<file path="src/rtl/led_fb_update_ctrl.sv">
// Double-buffered frame store for the 16x16, 4-level LED matrix.
// The scanner reads the front bank; two writers share the back bank under
// round-robin arbitration. Bulk clears and frame-synchronous swaps are sequenced
// so the scanner never displays a half-updated frame.
//
// Ports:
//   clk, rst                   clock, synchronous active-high reset
//   p0_*/p1_*                  writer ports: valid/row/col/level in, ready out (combinational)
//   clear_req, swap_req        one-cycle request pulses (sticky until serviced)
//   frame_end                  scanner end-of-frame pulse
//   rd_row, rd_col, rd_level   front-bank read, 1-cycle latency
//   front_bank                 bank currently displayed
//   clear_busy                 init or clear sweep in progress
//   swap_pending, swap_done    swap status
module led_fb_update_ctrl #(
    parameter int unsigned N_CELLS  = 256,
    parameter int unsigned CLR_LAST = 255
) (
    input  logic       clk,
    input  logic       rst,
    input  logic       p0_valid,
    input  logic [3:0] p0_row,
    input  logic [3:0] p0_col,
    input  logic [1:0] p0_level,
    output logic       p0_ready,
    input  logic       p1_valid,
    input  logic [3:0] p1_row,
    input  logic [3:0] p1_col,
    input  logic [1:0] p1_level,
    output logic       p1_ready,
    input  logic       clear_req,
    input  logic       swap_req,
    input  logic       frame_end,
    input  logic [3:0] rd_row,
    input  logic [3:0] rd_col,
    output logic [1:0] rd_level,
    output logic       front_bank,
    output logic       clear_busy,
    output logic       swap_pending,
    output logic       swap_done
);

    localparam int unsigned ADDR_W = 8;
    localparam logic [ADDR_W-1:0] INIT_END = ADDR_W'(N_CELLS - 1);
    localparam logic [ADDR_W-1:0] CLR_END  = ADDR_W'(CLR_LAST);

    localparam logic [1:0] S_INIT      = 2'd0;
    localparam logic [1:0] S_IDLE      = 2'd1;
    localparam logic [1:0] S_CLEAR     = 2'd2;
    localparam logic [1:0] S_WAIT_SWAP = 2'd3;

    logic [1:0]        state, state_n;
    logic [ADDR_W-1:0] addr, addr_n;
    logic              clr_pend, swap_pend;
    logic              last;
    logic              clr_done_c, swap_exec_c, grant_ok_c;
    logic              wr_both_c, wr_back_c;
    logic [ADDR_W-1:0] wr_addr_c;
    logic [1:0]        wr_data_c;

    logic [1:0] mem0 [N_CELLS];
    logic [1:0] mem1 [N_CELLS];

    assign swap_pending = swap_pend;

    // Next-state, arbitration and write-port selection.
    always_comb begin
        state_n     = state;
        addr_n      = addr;
        clr_done_c  = 1'b0;
        swap_exec_c = 1'b0;
        wr_both_c   = 1'b0;
        wr_back_c   = 1'b0;
        wr_addr_c   = addr;
        wr_data_c   = 2'd0;

        // Writers are served only while nothing is pending, so a clear or swap
        // request freezes the back bank from the cycle after it is seen.
        grant_ok_c = (state == S_IDLE) && !clr_pend && !swap_pend;
        // last = 1 means port 1 won most recently, so port 0 wins a tie.
        p0_ready   = grant_ok_c && p0_valid && (!p1_valid || last);
        p1_ready   = grant_ok_c && p1_valid && (!p0_valid || !last);

        case (state)
            S_INIT: begin
                wr_both_c = 1'b1;
                addr_n    = addr + ADDR_W'(1);
                if (addr == INIT_END) begin
                    addr_n  = '0;
                    state_n = S_IDLE;
                end
            end
            S_IDLE: begin
                if (clr_pend) begin
                    state_n = S_CLEAR;
                    addr_n  = '0;
                end else if (swap_pend) begin
                    state_n = S_WAIT_SWAP;
                end
                if (p0_ready) begin
                    wr_back_c = 1'b1;
                    wr_addr_c = {p0_row, p0_col};
                    wr_data_c = p0_level;
                end else if (p1_ready) begin
                    wr_back_c = 1'b1;
                    wr_addr_c = {p1_row, p1_col};
                    wr_data_c = p1_level;
                end
            end
            S_CLEAR: begin
                wr_back_c = 1'b1;
                addr_n    = addr + ADDR_W'(1);
                if (addr == CLR_END) begin
                    clr_done_c = 1'b1;
                    addr_n     = '0;
                    state_n    = S_IDLE;
                end
            end
            S_WAIT_SWAP: begin
                if (frame_end) begin
                    swap_exec_c = 1'b1;
                    state_n     = S_IDLE;
                end
            end
            default: state_n = S_INIT;
        endcase
    end

    // Control state, sticky request flags and registered status.
    always_ff @(posedge clk) begin
        if (rst) begin
            state      <= S_INIT;
            addr       <= '0;
            clr_pend   <= 1'b0;
            swap_pend  <= 1'b0;
            last       <= 1'b1;
            front_bank <= 1'b0;
            swap_done  <= 1'b0;
            clear_busy <= 1'b1;
            rd_level   <= 2'd0;
        end else begin
            state      <= state_n;
            addr       <= addr_n;
            // A new request in the servicing cycle re-arms the flag.
            clr_pend   <= clear_req || (clr_pend && !clr_done_c);
            swap_pend  <= swap_req || (swap_pend && !swap_exec_c);
            if (p0_ready) begin
                last <= 1'b0;
            end else if (p1_ready) begin
                last <= 1'b1;
            end
            if (swap_exec_c) begin
                front_bank <= !front_bank;
            end
            swap_done  <= swap_exec_c;
            clear_busy <= (state_n == S_INIT) || (state_n == S_CLEAR);
            rd_level   <= front_bank ? mem1[{rd_row, rd_col}] : mem0[{rd_row, rd_col}];
        end
    end

    // Bank storage; the back bank is always the one not displayed.
    always_ff @(posedge clk) begin
        if (!rst) begin
            if (wr_both_c || (wr_back_c && front_bank)) begin
                mem0[wr_addr_c] <= wr_data_c;
            end
            if (wr_both_c || (wr_back_c && !front_bank)) begin
                mem1[wr_addr_c] <= wr_data_c;
            end
        end
    end

endmodule

</file>
<file path="config.mk">
export PLATFORM = sky130hd
export DESIGN_NAME = led_fb_update_ctrl
export DESIGN_NICKNAME = d
export VERILOG_FILES = /design/src/rtl/led_fb_update_ctrl.sv
export SDC_FILE = /design/constraint.sdc
export NUM_CORES = 1
export LEC_CHECK = 0
export CAP_MARGIN = 25
export CORE_MARGIN = 4
export CORE_UTILIZATION = 30
export DETAILED_ROUTE_END_ITERATION = 10
export PLACE_DENSITY = 0.54
export SLEW_MARGIN = 30
export SYNTH_ARGS = -nofsm -noshare
export SYNTH_HDL_FRONTEND = slang
export SYNTH_SLANG_ARGS = --single-unit
</file>
<file path="constraint.sdc">
create_clock -name clk -period 44.2 [get_ports clk]
set_input_delay 13.26 -clock clk [delete_from_list [all_inputs] [get_ports clk]]
set_output_delay 13.26 -clock clk [all_outputs]
set_load 0.05 [all_outputs]
</file>
==> impl_metrics.ini <==
[yosys]
muxShareOfSynthArea_pct = 14.1
synth_top_area_cell = edfxtp_1
netlist_instances = 2528
yosysUniqueCellTypes = 59
ys_ff_latch = 1042
synth.area.top_cells = edfxtp_1 72%, mux4_2 11%, nor2_1 4.9%
synth-edff-count = 1024
synth_compound_area_share_pct = 3.97
synth-simple-area-share_pct = 6.81
yosys.area_share.xor_xnor_pct = 0.0204
synthArstFlopShare_pct = 0
syn_area_per_cell_um2 = 17.0
synthAdderAreaFrac_pct = 0.204
ys.flop_type = edfxtp_1
yosys_warnings = 0
synth_top_family_by_area = multiplexers
yosysSeqAreaShare_pct = 72.5
synth_top_area_share_pct = 71.7
synth_area_um2 = 42900
syn_nets = 2570

[final_layout]
area_delta_synth_final_pct = 14.3
fin_nets = 2613
fillerInstances = 13300
drive_gt1_share_pct = 17.5
utilization_pct = 34.6

[power]
sw_frac_of_total_pct = 22.4
ir_worst_vdd_mv = 0.0308
pwr-share-comb_pct = 6.8
p_leak_nw = 15.4
pwr-share-clk_pct = 43.7
power_density_nw_per_um2 = 44.6
power_switching_w = 0.000490
intPower_w = 0.00170
p_seq_share_pct = 49.5

[min_path]
worstHoldPathType = reg2reg
min_from = addr[7]$_SDFFE_PP0P_
min_path_cells = 2
min_to = addr[7]$_SDFFE_PP0P_

[run_status]
status = finished clean

[clock_network]
hold_buffers = 0
htreeDepth = 3
clk_pin_slew_ns = 0.06
cts_buffers = 107
cts.sinks = 1042
clock_path_buffers = 3
ctsResizeCount = 0
tritoncts = built
clk_latency_ns = 0.67
postCtsSetupRepairBufs = 0
root_buffer = clkbuf_16

[global_route]
antenna_found_initial = 9
grt_usage_pct = 14.7
grt_max_degree = 116
grt_pass1_wl_mm = 162
grt_pass1_vias = 23700
overflow = 0

[sta]
max_freq_mhz = 34.9
hold_viol = 0
min_period_ns = 28.63
drv_slew = 0
finClkSkew_ns = 0.0244
fin_crit_sh_pct = 64.8
worst-slew-pin-transition_ns = 1.06
tns_ns = 0
relSlewSlack_pct = 29.5
setup_viol = 0
rsz0062_at_grt = false

[critical_path]
critical_path_class = in2out
endpoint_kind = output port
required_ns = 30.94
r2r_end = mem0[234][1]$_DFFE_PP_
worst-path-buf-inv = 3
crit_chain = clkdlybuf4s50_1 > a21boi_0 > nand2_1 > inv_1 > clkdlybuf4s50_1
rr_worst_depth = 8
max_stage_delay_ns = 0.83
crit_path_start_kind = input port
cp_data_arrival_time_ns = 15.37
worstReg2RegStart = state[0]$_SDFF_PP0_
cp_slowest_cell = clkdlybuf4s50_1
r2r_setup_slack_ns = 39.59
cpLargestDelayFamily = buffers and inverters
path_max_fanout = 11
cp_common_cell = clkdlybuf4s50_1

[die]
core_region_area_um2 = 142000
dieArea_um2 = 149000
initial_core_util_pct = 30.3
std_cell_rows = 138
die_y_um = 386
ioPinCount = 43
fp.dieW_um = 386

[drt]
drt_iter0_drc = 2287
via_per_inst = 5.11
remaining_drc_errors = 0
routed_wl_mm = 111
drtAntennaViolNets = 0
dr.pass1.iters = 5
vias = 23300
wl_per_cell_um = 24.4

[placement]
port_buffers = 42
hpwl_mm = 63.7
gp_congestion = 0.737

[job]
max_cap_violations = 0
-- stage by stage --
stage,instance area (µm²),hold slack [ns],total power [W],setup WS (ns),cells
after CTS,49000,0.479,0.00221,15.56,4553
after global routing,49100,0.489,0.00225,15.39,4553
final,49100,0.478,0.00219,15.57,4557
after floorplan,42900,0.445,0.00119,15.43,2528
after detailed placement,45300,0.472,0.00125,15.57,4352
after global placement,45300,0.459,0.00125,15.48,4351
-- per-layer routing --
layer	global-route usage (%)	vias up	part of all wire [%]
met4	3.62	2	1.8
met3	1.98	142	5.6
li1	-	10100	-
met5	0	-	0.012
met1	20.7	12300	44
met2	24.2	720	49
-- layout make-up --
type | instances | area, µm² | area share, %
flip-flops and latches | 1042 | 31100 | 63.4
well taps | 1890 | 2360 | 4.82
multi-input cells | 1301 | 10900 | 22.2
diodes | 4 | 10.0 | 0.0204
inverters | 20 | 75.1 | 0.153
clock buffers | 128 | 2800 | 5.70
clock inverters | 73 | 926 | 1.89
repair buffers | 99 | 895 | 1.82
-- worst reg2reg max path, delay by kind of cell (launching register included) --
family,cells,cell delay [ns]
simple gates,5,3.01
compound gates,2,0.53
flops,1,0.46
fa+ha+maj,1,0.27
-- worst max-delay path by stage --
| stage | slack [ns] | from | depth (start not counted) | endpoint |
|---|---|---|---|---|
| after floorplan | 15.43 | p1_valid | 3 | mem0[0][0]$_DFFE_PP_ |
| after global placement | 15.48 | p1_valid | 5 | p1_ready |
| after detailed placement | 15.57 | p1_valid | 5 | p1_ready |
| after CTS | 15.56 | p1_valid | 5 | p1_ready |
| after global routing | 15.39 | p1_valid | 5 | p1_ready |
| final | 15.57 | p1_valid | 5 | p1_ready |
-- sequential cells by signal, indices dropped and copies added, names as in the netlist --
name and flops:
rd_level 2, swap_pending 1, last 1, clr_pend 1
mem0 512, state 2, mem1 512, front_bank 1
clear_busy 1, swap_done 1, addr 8
-- kinds of logic after synthesis --
family                     after synthesis
DFF                                   1042
and+or+nand+nor                        728
muxes                                  317
AOI/OAI and AO/OA                      248
buffers and inverters                  185
adders and majority gates                7
xor gates and xnor gates                 1
-- cell usage after synthesis, drive strengths merged, types with 5 or more instances --
library cell	count
a21o	6
a21oi	63
a22oi	51
buf	64
clkbuf	101
dfxtp	18
edfxtp	1024
ha	7
inv	20
mux2i	90
mux4	226
nand2	61
nand2b	9
nand3	40
nor2	565
nor3	22
nor4	7
o211ai	5
o21ai	22
o221ai	40
o22ai	24
-- power groups by stage --
stage | sequential (W) | clock (W) | combinational [W]
final | 0.00108 | 0.000955 | 0.000149
after global routing | 0.00108 | 0.00101 | 0.000157
after CTS | 0.00108 | 0.000972 | 0.000150
after detailed placement | 0.00110 | 0 | 0.000149
after global placement | 0.00110 | 0 | 0.000149
after floorplan | 0.00111 | 0 | 0.0000846
-- cell usage in the layout, fill, tap and decap left out, drive strengths merged, types with 3 or more instances in the layout --
cell type / n
a22oi: 51
a21oi: 63
or3: 3
o221ai: 40
ha: 7
o21ai: 22
nor2b: 4
and3: 4
a31oi: 3
clkbuf: 128
edfxtp: 1024
buf: 62
inv: 24
clkdlybuf4s50: 37
a2111oi: 3
nor3b: 4
a221oi: 4
nor3: 22
nand2: 61
o211ai: 5
o22ai: 24
mux4: 226
nor2: 565
dfxtp: 18
mux2i: 90
nand3: 40
nand2b: 9
clkinvlp: 5
o311ai: 3
diode: 4
clkinv: 43
a21o: 6
nor4: 7
o31ai: 4
bufinv: 21
Power figures use the tool's default switching activity.
